[config.mk]
export PLATFORM = sky130hd
export DESIGN_NAME = lcd_time_display_driver
export DESIGN_NICKNAME = d
export VERILOG_FILES = /design/src/rtl/lcd_pkg.sv /design/src/rtl/lcd_time_display_driver_bcd_to_ascii.sv /design/src/rtl/lcd_time_display_driver.sv
export SDC_FILE = /design/constraint.sdc
export NUM_CORES = 1
export LEC_CHECK = 0
export ABC_AREA = 1
export CAP_MARGIN = 20
export CORE_MARGIN = 2
export CORE_UTILIZATION = 35
export CTS_CLUSTER_DIAMETER = 150
export CTS_CLUSTER_SIZE = 12
export DETAILED_ROUTE_END_ITERATION = 12
export PLACE_DENSITY = 0.85
export SLEW_MARGIN = 10
export SYNTH_ARGS = -nofsm -noshare
export SYNTH_HDL_FRONTEND = slang
export SYNTH_SLANG_ARGS = --single-unit
export TNS_END_PERCENT = 20
[constraint.sdc]
create_clock -name clk -period 0.8 [get_ports clk]
set_input_delay 0.16 -clock clk [delete_from_list [all_inputs] [get_ports clk]]
set_output_delay 0.16 -clock clk [all_outputs]
set_load 0.02 [all_outputs]
[src/rtl/lcd_pkg.sv]
// -----------------------------------------------------------------------------
// lcd_pkg
// Shared types and character constants for the LCD time display path.
//   bcd_t    : one BCD digit (4 bits)
//   ascii_t  : one LCD character code (8 bits)
//   time4_t  : a four-digit HH:MM time, hour tens first
// -----------------------------------------------------------------------------
package lcd_pkg;

  localparam logic [7:0] ASCII_ZERO  = 8'h30;
  localparam logic [7:0] ASCII_DASH  = 8'h2D;
  localparam logic [7:0] ASCII_SPACE = 8'h20;

  typedef logic [3:0] bcd_t;
  typedef logic [7:0] ascii_t;

  typedef struct packed {
    bcd_t msHr;
    bcd_t lsHr;
    bcd_t msMin;
    bcd_t lsMin;
  } time4_t;

endpackage

[src/rtl/lcd_time_display_driver_bcd_to_ascii.sv]
// -----------------------------------------------------------------------------
// bcd_to_ascii
// Combinational encoder turning one BCD digit into its LCD character code.
// Digits 0..9 map to OFFSET + digit; any nibble above 9 maps to INVALID so a
// corrupted digit is visible on the display instead of a random glyph.
// Ports:
//   i_digit : BCD digit to encode
//   o_char  : character code for the LCD
// -----------------------------------------------------------------------------
module bcd_to_ascii
  import lcd_pkg::*;
#(
  parameter ascii_t OFFSET  = ASCII_ZERO,
  parameter ascii_t INVALID = ASCII_DASH
) (
  input  bcd_t   i_digit,
  output ascii_t o_char
);

  // Valid digits add onto the offset in 8 bits; the sum can never exceed 8 bits
  // for the offsets used here, so no carry handling is needed.
  always_comb begin
    o_char = INVALID;
    if (i_digit <= 4'd9) begin
      o_char = OFFSET + {4'b0000, i_digit};
    end
  end

endmodule

[src/rtl/lcd_time_display_driver.sv]
// -----------------------------------------------------------------------------
// lcd_time_display_driver
// Registered display selector and ASCII encoder for the alarm clock. Picks one
// of three HH:MM sources, encodes each digit as an LCD character and flags
// when the running time equals the alarm time.
// Ports:
//   clk, rst_n                       : clock, asynchronous active-low reset
//   alarm_time_*                     : stored alarm time, BCD
//   current_time_*                   : running clock time, BCD
//   key_*                            : keypad-entry time, BCD
//   show_a                           : display the alarm time (highest priority)
//   show_current_time                : display the keypad-entry time
//   display_ms_hr .. display_ls_min  : registered ASCII characters
//   sound_a                          : registered alarm-match flag
// Build option:
//   LCD_HOUR_BLANK_EN : show a leading hour-tens zero as a space (" 7:07").
// -----------------------------------------------------------------------------
module lcd_time_display_driver
  import lcd_pkg::*;
#(
  parameter ascii_t ASCII_OFFSET = ASCII_ZERO,
  parameter ascii_t INVALID_CHAR = ASCII_DASH
) (
  input  logic       clk,
  input  logic       rst_n,
  input  logic [3:0] alarm_time_ms_hr,
  input  logic [3:0] alarm_time_ls_hr,
  input  logic [3:0] alarm_time_ms_min,
  input  logic [3:0] alarm_time_ls_min,
  input  logic [3:0] current_time_ms_hr,
  input  logic [3:0] current_time_ls_hr,
  input  logic [3:0] current_time_ms_min,
  input  logic [3:0] current_time_ls_min,
  input  logic [3:0] key_ms_hr,
  input  logic [3:0] key_ls_hr,
  input  logic [3:0] key_ms_min,
  input  logic [3:0] key_ls_min,
  input  logic       show_a,
  input  logic       show_current_time,
  output logic [7:0] display_ms_hr,
  output logic [7:0] display_ls_hr,
  output logic [7:0] display_ms_min,
  output logic [7:0] display_ls_min,
  output logic       sound_a
);

`ifdef LCD_HOUR_BLANK_EN
  localparam ascii_t MS_HR_RESET = ASCII_SPACE;
`else
  localparam ascii_t MS_HR_RESET = ASCII_OFFSET;
`endif

  time4_t w_alarm;
  time4_t w_current;
  time4_t w_key;
  time4_t w_sel;
  ascii_t w_encMsHr;
  ascii_t w_encLsHr;
  ascii_t w_encMsMin;
  ascii_t w_encLsMin;
  ascii_t w_charMsHr;
  logic   w_match;

  ascii_t r_displayMsHr;
  ascii_t r_displayLsHr;
  ascii_t r_displayMsMin;
  ascii_t r_displayLsMin;
  logic   r_soundA;

  assign w_alarm   = '{msHr: alarm_time_ms_hr, lsHr: alarm_time_ls_hr,
                       msMin: alarm_time_ms_min, lsMin: alarm_time_ls_min};
  assign w_current = '{msHr: current_time_ms_hr, lsHr: current_time_ls_hr,
                       msMin: current_time_ms_min, lsMin: current_time_ls_min};
  assign w_key     = '{msHr: key_ms_hr, lsHr: key_ls_hr,
                       msMin: key_ms_min, lsMin: key_ls_min};

  // Fixed-priority source choice: the alarm view beats the keypad view, and the
  // running time is what shows when neither is requested.
  always_comb begin
    w_sel = w_current;
    if (show_a) begin
      w_sel = w_alarm;
    end else if (show_current_time) begin
      w_sel = w_key;
    end
  end

  // The alarm compare is a raw 4-bit equality on every digit, so out-of-range
  // nibbles still take part, and it ignores what is being displayed.
  assign w_match = (w_current == w_alarm);

  bcd_to_ascii #(.OFFSET(ASCII_OFFSET), .INVALID(INVALID_CHAR)) u_encMsHr (
    .i_digit (w_sel.msHr),
    .o_char  (w_encMsHr)
  );

  bcd_to_ascii #(.OFFSET(ASCII_OFFSET), .INVALID(INVALID_CHAR)) u_encLsHr (
    .i_digit (w_sel.lsHr),
    .o_char  (w_encLsHr)
  );

  bcd_to_ascii #(.OFFSET(ASCII_OFFSET), .INVALID(INVALID_CHAR)) u_encMsMin (
    .i_digit (w_sel.msMin),
    .o_char  (w_encMsMin)
  );

  bcd_to_ascii #(.OFFSET(ASCII_OFFSET), .INVALID(INVALID_CHAR)) u_encLsMin (
    .i_digit (w_sel.lsMin),
    .o_char  (w_encLsMin)
  );

  // Optional leading-zero blanking on the hour tens digit, applied after the
  // source choice so it affects all three sources alike.
`ifdef LCD_HOUR_BLANK_EN
  assign w_charMsHr = (w_sel.msHr == 4'd0) ? ASCII_SPACE : w_encMsHr;
`else
  assign w_charMsHr = w_encMsHr;
`endif

  // Output registers: everything the LCD sees changes only on a clock edge,
  // giving one cycle of latency from any input to the display and alarm flag.
  always_ff @(posedge clk or negedge rst_n) begin
    if (!rst_n) begin
      r_displayMsHr  <= MS_HR_RESET;
      r_displayLsHr  <= ASCII_OFFSET;
      r_displayMsMin <= ASCII_OFFSET;
      r_displayLsMin <= ASCII_OFFSET;
      r_soundA       <= 1'b0;
    end else begin
      r_displayMsHr  <= w_charMsHr;
      r_displayLsHr  <= w_encLsHr;
      r_displayMsMin <= w_encMsMin;
      r_displayLsMin <= w_encLsMin;
      r_soundA       <= w_match;
    end
  end

  assign display_ms_hr  = r_displayMsHr;
  assign display_ls_hr  = r_displayLsHr;
  assign display_ms_min = r_displayMsMin;
  assign display_ls_min = r_displayLsMin;
  assign sound_a        = r_soundA;

endmodule

==> run_results.csv <==
group,metric,value,unit
status,violations,"negative setup slack",
power_and_ir_drop,peakVddDrop,0.6012,mV
critical_path,cp_max_fo,1,
global_routing,antenna_found_initial,0,
timing,fin_hold_ws,0.1894,ns
detailed_routing,vias,1477,
critical_path,cp_cell_sequence,"buf_6",
synthesis,synthArstFlopShare,100.0,%
global_routing,grt_pass1_vias,1396,
detailed_routing,m1WireLength,1706,um
worst_hold_path,hold_path_end,"display_ms_min[0]$_DFF_PN0_",
synthesis,netlist.area_leader.share,28.50,%
synthesis,synth_commonest_cells,"nand2_1 (67), dfrtp_1 (17), nand2_2 (13), buf_4 (12), inv_1 (12)",
global_routing,grt_max_degree,22,
power_and_ir_drop,seqPwrFrac,38.4,%
detailed_routing,first_pass_iters,5,
synthesis,syn_avg_cell_area,7.856,um^2
power_and_ir_drop,switching_power,0.001051,W
detailed_routing,dr.max_layer_used,"met4",
cts,hold_buffers,0,
critical_path,critPathSlowestCell,"dfstp_2",
critical_path,crit_path_end_kind,"output pin",
worst_hold_path,min_from,"alarm_time_ms_min[0]",
placement,dpl.hpwl,3019,um
synthesis,syn_inst,190,
placement,placedCellCount,328,
timing,fmax,933.7,MHz
synthesis,yosysSeqAreaShare,35.54,%
floorplan,coreArea,4058,um^2
final_layout,design_area,2429,um^2
critical_path,start_kind,"flip-flop",
placement,place_congestion,0.8147,
power_and_ir_drop,swShare,33.25,%
detailed_routing,met3_length,264,um
synthesis,synth.top_cells.by_area,"dfrtp_1 (28%), nand2_1 (17%), dfstp_2 (7.0%), buf_4 (6.0%), xnor2_1 (5.9%)",
power_and_ir_drop,clkPwrFrac,22.6,%
timing,finalSetupViolCount,33,
synthesis,synth_cell_types,23,
power_and_ir_drop,pwr_density_cell,1302,nW/um^2
final_layout,utilization,59.85,%
floorplan,io_pins,85,
critical_path,crit_type,"flip-flop to output pin",
detailed_routing,wl_per_cell,12.15,um
timing,period_share,133.9,%
synthesis,synth_most_common_cell,"nand2_1",
synthesis,yosysTopAreaCell,"dfrtp_1",
cts,h-tree-depth,1,
cts,root_buffer,"clkbuf_8",
synthesis,yosys_warnings,0,
detailed_routing,post_drt_via_cell_ratio,4.435,
timing,finalHoldViolations,0,
synthesis,synthFlopType,"dfrtp_1",
critical_path,cp_top_family,"flip-flops",
detailed_routing,drtIter0Drc,67,
final_layout,area_growth,62.70,%
final_layout,nets,336,
timing,fin_crit,1.071,ns
cts,clk_pin_slew,0.08,ns
power_and_ir_drop,p_int,0.002111,W
synthesis,syn_area,1493,um^2
floorplan,die-height,69.31,um
global_routing,track_usage,16.88,%
critical_path,crit_buf_inv,1,
cts,cts_tree,"yes",
power_and_ir_drop,p_leak,1.297,nW
cts,numCtsBuffers,3,
cts,clockBufferDepth,2,
power_and_ir_drop,pwr-share-comb,39.0,%
synthesis,synth_edf_count,0,
run,cap_violations,0,
timing,fin_ws,-0.2710,ns
placement,place_ws,-0.6708,ns
floorplan,core.rowCount,23,
final_layout,diodes,0,
detailed_routing,wl_met2,1958,um
final_layout,layout.cells.non_filler,333,
timing,rsz0062_at_grt,"yes",
global_routing,grt_pass1_wl,6375,um
critical_path,max_stage_delay,0.53,ns
worst_hold_path,hold_depth,3,
cts,postCtsSetupRepairBufs,0,
timing,final_max_slew_viol_count,0,
detailed_routing,routed_wl,4047,um
critical_path,cp.depth,1,
placement,port_buffers,72,
cts,cts_sinks,21,
detailed_routing,ant_nets,0,
detailed_routing,post-route-drc-count,0,
critical_path,worstPathRequired,0.64,ns
status,status,"complete, but fails checks",
global_routing,grt_overflow,0,
synthesis,ys_ff_latch,21,
critical_path,cp.arrival,0.91,ns
final_layout,drive_gt1_share,37.81,%
floorplan,die_x,69.31,um
floorplan,initial_core_util,36.79,%
floorplan,die_area,4803,um^2
placement,place_area,2359,um^2
worst_hold_path,hp-class,"input port to flip-flop",
## layer usage
metal	up-vias	track usage, %
met3	9	3.198
met1	658	20.86
met4	0	8.497
met2	65	27.99
met5	-	0
li1	745	-
## power groups by stage
stage	clock network, W	logic, W	registers (W)
after global placement	0	0.00126	0.00122
after detailed placement	0	0.00128	0.00123
after global routing	0.000791	0.00133	0.00123
after floorplan	0	0.000515	0.00137
after CTS	0.000745	0.00121	0.00121
final	0.000714	0.00123	0.00121
## cell usage in the layout (no fill, tap or decap), drive strengths merged, types with 4 or more instances in the layout
master	count
a21oi	12
nand3	11
dlygate4sd2	21
dlymetal6s2s	12
dfrtp	17
nand2	84
o21ai	5
conb	12
xnor2	10
or2	4
clkdlybuf4s50	14
buf	47
inv	15
dfstp	4
nor2	9
## through the flow
step / total power [W] / setup TNS [ns]
final: 0.003162 / -3.859
after detailed placement: 0.002507 / -18.99
after global placement: 0.002486 / -18.33
after CTS: 0.003168 / -4.124
after floorplan: 0.001881 / -1.080
after global routing: 0.003345 / -4.905
## kinds of logic (layout without fill, tap and decap cells)
kind of cell | count (synthesis) | after routing | synth area share, %
buf+inv | 32 | 115 | 13.91
other cells | 2 | 12 | 0.5031
xor+xnor | 10 | 10 | 5.867
compound gates | 17 | 17 | 10.23
simple gates | 108 | 108 | 33.95
flops | 21 | 21 | 35.54
## cell type report
cell class	instances	area, um^2
fill	379	1629
clock inverter	1	5.005
sequential	21	530.5
clock buffer	3	41.29
multi-input combinational	147	848.3
timing repair buffer	96	872.1
tap	50	62.56
timing repair inverter	1	6.256
inverter	14	62.56
## flip-flops by register name, indices dropped and copies added (netlist names)
register / count
display_ls_hr: 5
display_ls_min: 5
display_ms_hr: 5
display_ms_min: 5
sound_a: 1
## what timing repair did
action | 4_1_cts | 5_1_grt
setup endpoints to repair | 42 | 38
cloned | 1 | 0
resized for setup | 140 | 29
pin swaps | 14 | 12
## worst max-delay path by stage
stage                                      from                          to  slack [ns]
finish               display_ms_hr[4]$_DFF_PN1_            display_ms_hr[4]       -0.27
global route         display_ls_hr[4]$_DFF_PN1_            display_ls_hr[4]       -0.31
CTS                 display_ms_min[4]$_DFF_PN1_           display_ms_min[4]       -0.28
detailed placement                       show_a  display_ms_hr[0]$_DFF_PN0_       -0.67
global placement                         show_a  display_ms_hr[0]$_DFF_PN0_       -0.64
floorplan                                show_a  display_ls_hr[0]$_DFF_PN0_       -0.10
Power figures use the tool's default switching activity.
